**config.mk**
```make
export PLATFORM = sky130hd
export DESIGN_NAME = pipe_ctrl_unit
export DESIGN_NICKNAME = d
export VERILOG_FILES = /design/src/rtl/pipe_ctrl_unit.sv
export SDC_FILE = /design/constraint.sdc
export NUM_CORES = 1
export LEC_CHECK = 0
export CAP_MARGIN = 30
export CORE_MARGIN = 2
export CORE_UTILIZATION = 30
export CTS_CLUSTER_DIAMETER = 80
export DETAILED_ROUTE_END_ITERATION = 12
export GPL_TIMING_DRIVEN = 0
export PLACE_DENSITY = 0.55
export RECOVER_POWER = 50
export SLEW_MARGIN = 10
export SYNTH_ARGS = -nofsm -noshare
export SYNTH_HDL_FRONTEND = slang
export SYNTH_SLANG_ARGS = --single-unit
```
**constraint.sdc**
```tcl
create_clock -name clk -period 2.5 [get_ports clk]
set_input_delay 0.375 -clock clk [delete_from_list [all_inputs] [get_ports clk]]
set_output_delay 0.375 -clock clk [all_outputs]
set_load 0.005 [all_outputs]
```
**src/rtl/pipe_ctrl_unit.sv**
```systemverilog
`default_nettype none
// ============================================================================
//  Module   : pipe_ctrl_unit
//  Purpose  : Decode-stage control unit. Decodes op/funct into a registered
//             control bundle (one cycle latency), supports stall/flush, and
//             runs a RUN -> DRAIN -> HALT sequence after an end instruction.
//  Ports    : clk      - clock, rising edge
//             rst      - asynchronous active-low reset
//             op       - [5:0] opcode of the instruction in decode
//             funct    - [5:0] funct field of the instruction in decode
//             valid    - op/funct hold a real instruction
//             stall    - hold all registered outputs
//             flush    - load a bubble on the next edge
//             bneD, Jreg, Jump, MemReadD, JalWrite, SftD, RegWriteD,
//             MemtoRegD, MemWriteD, BranchD, ALUSrcD, RegDstD, EndD, LuiD
//                      - registered control bundle bits
//             ALUctrD  - [ALUW-1:0] registered ALU operation code
//             illegal  - one-cycle pulse on an unrecognised valid instruction
//             halt     - level, program finished and pipeline drained
//  Revision : 1.0 - initial release
// ============================================================================
module pipe_ctrl_unit #(
    parameter int ALUW   = 4,
    parameter int DRAIN  = 4,
    parameter int EXT_EN = 1
) (
    input  logic            clk,
    input  logic            rst,
    input  logic [5:0]      op,
    input  logic [5:0]      funct,
    input  logic            valid,
    input  logic            stall,
    input  logic            flush,
    output logic            bneD,
    output logic            Jreg,
    output logic            Jump,
    output logic            MemReadD,
    output logic            JalWrite,
    output logic            SftD,
    output logic            RegWriteD,
    output logic            MemtoRegD,
    output logic            MemWriteD,
    output logic            BranchD,
    output logic [ALUW-1:0] ALUctrD,
    output logic            ALUSrcD,
    output logic            RegDstD,
    output logic            EndD,
    output logic            LuiD,
    output logic            illegal,
    output logic            halt
);

    // Sequencer states
    localparam logic [1:0] c_ST_RUN   = 2'd0;
    localparam logic [1:0] c_ST_DRAIN = 2'd1;
    localparam logic [1:0] c_ST_HALT  = 2'd2;

    localparam logic [7:0] c_DRAIN_LOAD = 8'(DRAIN);
    localparam logic       c_EXT        = (EXT_EN != 0);

    // ALU operation codes
    localparam logic [3:0] c_ALU_ADD = 4'd0;
    localparam logic [3:0] c_ALU_SUB = 4'd1;
    localparam logic [3:0] c_ALU_AND = 4'd2;
    localparam logic [3:0] c_ALU_NOR = 4'd3;
    localparam logic [3:0] c_ALU_OR  = 4'd4;
    localparam logic [3:0] c_ALU_XOR = 4'd5;
    localparam logic [3:0] c_ALU_SLL = 4'd6;
    localparam logic [3:0] c_ALU_SRL = 4'd7;
    localparam logic [3:0] c_ALU_SRA = 4'd8;
    localparam logic [3:0] c_ALU_SLT = 4'd9;
    localparam logic [3:0] c_ALU_BNE = 4'd10;

    // Opcodes
    localparam logic [5:0] c_OP_R     = 6'b000000;
    localparam logic [5:0] c_OP_J     = 6'b000010;
    localparam logic [5:0] c_OP_JAL   = 6'b000011;
    localparam logic [5:0] c_OP_BEQ   = 6'b000100;
    localparam logic [5:0] c_OP_BNE   = 6'b000101;
    localparam logic [5:0] c_OP_ADDI  = 6'b001000;
    localparam logic [5:0] c_OP_ADDIU = 6'b001001;
    localparam logic [5:0] c_OP_SLTI  = 6'b001010;
    localparam logic [5:0] c_OP_ANDI  = 6'b001100;
    localparam logic [5:0] c_OP_ORI   = 6'b001101;
    localparam logic [5:0] c_OP_XORI  = 6'b001110;
    localparam logic [5:0] c_OP_LUI   = 6'b001111;
    localparam logic [5:0] c_OP_LW    = 6'b100011;
    localparam logic [5:0] c_OP_SW    = 6'b101011;
    localparam logic [5:0] c_OP_END   = 6'b111111;

    typedef struct packed {
        logic       bne;
        logic       jreg;
        logic       jump;
        logic       memRead;
        logic       jalWrite;
        logic       sft;
        logic       regWrite;
        logic       memtoReg;
        logic       memWrite;
        logic       branch;
        logic       aluSrc;
        logic       regDst;
        logic       endI;
        logic       lui;
        logic [3:0] alu;
    } bundle_t;

    logic [1:0] r_state;
    logic [7:0] r_cnt;
    bundle_t    r_bun;
    logic       r_illegal;
    logic       r_halt;

    bundle_t    w_dec;
    logic       w_known;
    bundle_t    w_load;

    // ------------------------------------------------------------------
    // Combinational decode of op/funct
    // ------------------------------------------------------------------
    always_comb begin
        w_dec   = '0;
        w_known = 1'b1;
        case (op)
            c_OP_R: begin
                w_dec.regWrite = 1'b1;
                w_dec.regDst   = 1'b1;
                case (funct)
                    6'b100000, 6'b100001: w_dec.alu = c_ALU_ADD;
                    6'b100010, 6'b100011: w_dec.alu = c_ALU_SUB;
                    6'b100100: w_dec.alu = c_ALU_AND;
                    6'b100111: w_dec.alu = c_ALU_NOR;
                    6'b100101: w_dec.alu = c_ALU_OR;
                    6'b100110: w_dec.alu = c_ALU_XOR;
                    6'b101010: w_dec.alu = c_ALU_SLT;
                    6'b000100: w_dec.alu = c_ALU_SLL;
                    6'b000110: w_dec.alu = c_ALU_SRL;
                    6'b000111: w_dec.alu = c_ALU_SRA;
                    6'b000000: begin w_dec.alu = c_ALU_SLL; w_dec.sft = 1'b1; end
                    6'b000010: begin w_dec.alu = c_ALU_SRL; w_dec.sft = 1'b1; end
                    6'b000011: begin w_dec.alu = c_ALU_SRA; w_dec.sft = 1'b1; end
                    6'b001000: begin
                        // jr writes nothing back
                        w_dec.regWrite = 1'b0;
                        w_dec.regDst   = 1'b0;
                        w_dec.jreg     = 1'b1;
                    end
                    6'b001001: begin
                        w_dec.regDst   = 1'b0;
                        w_dec.jreg     = 1'b1;
                        w_dec.jalWrite = 1'b1;
                        w_known        = c_EXT;
                    end
                    default: w_known = 1'b0;
                endcase
            end
            c_OP_ADDI, c_OP_ADDIU: begin
                w_dec.aluSrc = 1'b1; w_dec.regWrite = 1'b1; w_dec.alu = c_ALU_ADD;
            end
            c_OP_ANDI: begin
                w_dec.aluSrc = 1'b1; w_dec.regWrite = 1'b1; w_dec.alu = c_ALU_AND;
            end
            c_OP_ORI: begin
                w_dec.aluSrc = 1'b1; w_dec.regWrite = 1'b1; w_dec.alu = c_ALU_OR;
            end
            c_OP_XORI: begin
                w_dec.aluSrc = 1'b1; w_dec.regWrite = 1'b1; w_dec.alu = c_ALU_XOR;
            end
            c_OP_SLTI: begin
                w_dec.aluSrc = 1'b1; w_dec.regWrite = 1'b1; w_dec.alu = c_ALU_SLT;
                w_known = c_EXT;
            end
            c_OP_LUI: begin
                w_dec.lui = 1'b1; w_dec.aluSrc = 1'b1; w_dec.regWrite = 1'b1;
                w_known = c_EXT;
            end
            c_OP_LW: begin
                w_dec.memRead  = 1'b1; w_dec.regWrite = 1'b1;
                w_dec.memtoReg = 1'b1; w_dec.aluSrc   = 1'b1;
            end
            c_OP_SW: begin
                w_dec.memWrite = 1'b1; w_dec.aluSrc = 1'b1;
            end
            c_OP_BEQ: begin
                w_dec.branch = 1'b1; w_dec.alu = c_ALU_SUB;
            end
            c_OP_BNE: begin
                w_dec.branch = 1'b1; w_dec.bne = 1'b1;
                w_dec.regDst = 1'b1; w_dec.alu = c_ALU_BNE;
            end
            c_OP_J:   w_dec.jump = 1'b1;
            c_OP_JAL: begin
                w_dec.jump = 1'b1; w_dec.jalWrite = 1'b1; w_dec.regWrite = 1'b1;
            end
            c_OP_END: w_dec.endI = 1'b1;
            default:  w_known = 1'b0;
        endcase
    end

    // Invalid slots and unrecognised encodings both become bubbles
    assign w_load = (valid && w_known) ? w_dec : '0;

    // ------------------------------------------------------------------
    // Bundle register and RUN/DRAIN/HALT sequencer
    // ------------------------------------------------------------------
    always_ff @(posedge clk or negedge rst) begin
        if (!rst) begin
            r_state   <= c_ST_RUN;
            r_cnt     <= 8'd0;
            r_bun     <= '0;
            r_illegal <= 1'b0;
            r_halt    <= 1'b0;
        end else begin
            r_illegal <= 1'b0;
            case (r_state)
                c_ST_RUN: begin
                    if (flush) begin
                        r_bun <= '0;
                    end else if (!stall) begin
                        r_bun     <= w_load;
                        r_illegal <= valid && !w_known;
                        if (w_load.endI) begin
                            r_state <= c_ST_DRAIN;
                            r_cnt   <= c_DRAIN_LOAD;
                        end
                    end
                end
                c_ST_DRAIN: begin
                    // flush only changes the bundle; counter follows stall alone
                    if (flush || !stall) begin
                        r_bun <= '0;
                    end
                    if (!stall) begin
                        if (r_cnt == 8'd1) begin
                            r_state <= c_ST_HALT;
                            r_cnt   <= 8'd0;
                        end else begin
                            r_cnt <= r_cnt - 8'd1;
                        end
                    end
                end
                c_ST_HALT: begin
                    // halt rises one edge after HALT is entered, so exactly
                    // DRAIN bubble cycles separate EndD from halt
                    r_bun  <= '0;
                    r_halt <= 1'b1;
                end
                default: begin
                    r_state <= c_ST_RUN;
                    r_bun   <= '0;
                end
            endcase
        end
    end

    assign bneD      = r_bun.bne;
    assign Jreg      = r_bun.jreg;
    assign Jump      = r_bun.jump;
    assign MemReadD  = r_bun.memRead;
    assign JalWrite  = r_bun.jalWrite;
    assign SftD      = r_bun.sft;
    assign RegWriteD = r_bun.regWrite;
    assign MemtoRegD = r_bun.memtoReg;
    assign MemWriteD = r_bun.memWrite;
    assign BranchD   = r_bun.branch;
    assign ALUctrD   = ALUW'(r_bun.alu);
    assign ALUSrcD   = r_bun.aluSrc;
    assign RegDstD   = r_bun.regDst;
    assign EndD      = r_bun.endI;
    assign LuiD      = r_bun.lui;
    assign illegal   = r_illegal;
    assign halt      = r_halt;

endmodule
`default_nettype wire

```
==> run_results.csv <==
group,metric,value,unit
outcome,status,"complete, but fails checks",
outcome,violations,"capacitance limit, slew limit",
worst_setup_path,r2r_cells,5,
sta,min_period,2.27,ns
placement,dp_hpwl,3.32,mm
clocking,htree_num_levels,2,
clocking,hold_buffers,0,
clocking,root_buffer,"clkbuf_8",
global_routing,grt_pass1_wl,7.49,mm
synth,ys_ff_latch,29,
synth,synthArstFlopShare,100,%
routing,wl_per_cell,14.8,um
floorplan,rows,27,
power,p_per_area,441,nW/um^2
global_routing,grt_pass1_vias,1511,
placement,gp_congestion,0.866,
clocking,cts.repair.resized,0,
global_routing,grt_use_total,15.2,%
power,ir_drop,0.181,mV
synth,netlist_instances,189,
finish,fillers,568,
hold_path,hold_class,"reg -> reg",
synth,ys_warn_count,0,
global_routing,grt_overflow,0,
synth,postSynthAreaPerCell,9.21,sq um
floorplan,core-area,5540,sq um
power,p_total,992,uW
clocking,cts.clk_slew.worst_paths,0.07,ns
synth,synth_flop_cell,"dfrtp_1",
finish,drive_gt1_share,9.13,%
sta,slew_headroom,-8.83,%
routing,vias_per_cell,5.31,
finish,finalCoreUtilization,40.6,%
worst_setup_path,critPathLaunchType,"input pin",
clocking,clk_latency,0.28,ns
finish,fin_cells,302,
routing,wirelength,4.48,mm
floorplan,start_util,31.4,%
clocking,cts_tree,"yes",
flow_run,drv_cap,1,
clocking,cts_setup_buffers,0,
placement,port_buffers,34,
sta,slew_violations,30,
floorplan,io_pins,37,
finish,syn2layout_area_growth,29.3,%
sta,period_share,90.9,%
global_routing,grt_antenna_before_repair,0,
clocking,numCtsBuffers,5,
sta,finalClockSkew,0.0102,ns
synth,syn_nets,208,
sta,final_hold_viol_count,0,
sta,finalSetupViolCount,0,
routing,dr_total_vias,1605,
finish,insertedDiodeCount,0,
placement,dp_slack,-0.0899,ns
clocking,cts_sinks,29,
sta,worst_slew_pin_slew,1.63,ns
floorplan,dieArea,6430,sq um
sta,setup_ws,0.226,ns
worst_setup_path,path_max_fanout,10,
floorplan,die_w,80.2,um
global_routing,grt_max_degree,30,
routing,drt_iter0_drc,154,
placement,dp.cells,295,
synth,syn_area,1740,sq um
floorplan,die_height,80.2,um
worst_setup_path,crit_type,"in -> reg",
routing,route.detailed.drc,0,
synth,synthDistinctLibCells,49,
power,power_leakage,0.000915,uW
clocking,cts.path.max_buffers,2,
routing,firstDrtPassIters,4,
worst_setup_path,end_kind,"register",
synth,synth-edff-count,0,
hold_path,holdPathStages,1,
synth,ys_seq_area_share,41.7,%
routing,ant_nets,0,
worst_setup_path,cp.arrival,2.50,ns
sta,holdWs,0.470,ns
finish,layout.nets,249,
worst_setup_path,required,2.72,ns
sta,fmax,0.440,GHz
sta,rsz0062_at_grt,"no",
## routing by layer
layer	GRT usage [%]	vias up	wire length, um
met5	0	-	0
met4	4.58	0	61
met3	3.93	6	249
met2	21.5	46	1860
met1	22.6	752	2310
li1	-	801	-
## cell usage in the layout (no fill, tap or decap), types with 4 or more instances in the layout
master,netlist,final
clkdlybuf4s50_1,0,24
a22o_1,8,8
o41ai_1,4,4
o21ai_0,5,5
dfrtp_1,29,29
a21oi_1,8,8
nor2b_1,5,5
clkbuf_8,0,6
a32o_1,7,7
nor3_1,6,6
nand3_1,4,4
nand2_1,10,10
nand2b_1,8,8
dlygate4sd3_1,0,9
inv_1,6,6
nor4_1,6,6
o21ai_1,7,7
clkbuf_1,7,9
nor2_1,22,22
## cell type report
type | instances | area (sq um) | area share [%]
clock buffer | 7 | 86.3 | 3.84
sequential | 29 | 726 | 32.2
inverter | 6 | 22.5 | 1.00
buffer | 12 | 60.1 | 2.67
timing repair buffer | 34 | 334 | 14.8
tap | 72 | 90.1 | 4.00
multi-input combinational | 142 | 932 | 41.4
## synthesized netlist by cell type, drive strengths merged, types with 3 or more instances
cell / count / share of area, %
nand2b: 8 / 2.9
nor2: 22 / 4.7
a22o: 8 / 4.0
buf: 5 / 1.9
nor3: 6 / 1.7
o41ai: 4 / 2.0
o21ai: 13 / 4.0
and2: 3 / 1.1
a21oi: 8 / 2.3
nand3: 4 / 1.2
nand2: 10 / 2.2
nor4: 7 / 3.4
dfrtp: 29 / 42
inv: 6 / 1.3
nor2b: 5 / 1.8
clkbuf: 7 / 1.5
a32o: 7 / 4.0
## logic make-up after synthesis
family	after synthesis	share of synthesized area (%)
buffers and inverters	18	4.74
flip-flops	29	41.7
AND/OR/NAND/NOR	79	25.2
AO/OA/AOI/OAI	61	26.9
adder cells (fa/ha/maj)	2	1.44
## registers in the layout, indices dropped and copies added (netlist names)
| register | cells |
|---|---|
| RegWriteD | 1 |
| MemReadD | 1 |
| ALUSrcD | 1 |
| Jump | 1 |
| halt | 1 |
| r_cnt | 8 |
| LuiD | 1 |
| illegal | 1 |
| Jreg | 1 |
| bneD | 1 |
| MemWriteD | 1 |
| SftD | 1 |
| JalWrite | 1 |
| BranchD | 1 |
| RegDstD | 1 |
| r_state | 2 |
| EndD | 1 |
| ALUctrD | 4 |
## critical path: stages
cell	delay [ns]
clkdlybuf4s50_1	0.52
or4_4	0.57
nor4_4	0.27
o21ai_2	0.15
a31oi_4	0.26
buf_6	0.19
a32o_1	0.16
## worst paths after layout
path,from,endpoint,slack [ns]
setup reg to reg,r_cnt[4]$_DFFE_PN0P_,r_cnt[7]$_DFFE_PN0P_,0.44
max in group asynchronous,rst,r_state[0]$_DFFE_PN0P_,1.04
min in group asynchronous,rst,BranchD$_DFFE_PN0P_,0.50
hold / removal,r_cnt[7]$_DFFE_PN0P_,r_cnt[7]$_DFFE_PN0P_,0.47
setup / recovery,op[5],ALUctrD[1]$_DFFE_PN0P_,0.23
hold reg to reg,r_cnt[7]$_DFFE_PN0P_,r_cnt[7]$_DFFE_PN0P_,0.47
## power breakdown
group	internal [uW]	total (uW)	leakage [uW]	switching (uW)
logic	49.2	122	0.000483	73.2
registers	472	475	0.000388	2.80
clock network	218	395	0.0000443	176
total	739	992	0.000915	253
## per-stage QoR
stage,area [sq um],TNS [ns]
floorplan,1740,0
global placement,2170,-0.489
detailed placement,2170,-0.486
CTS,2250,0
global route,2250,0
finish,2250,0
(Power assumes the default switching activity.)
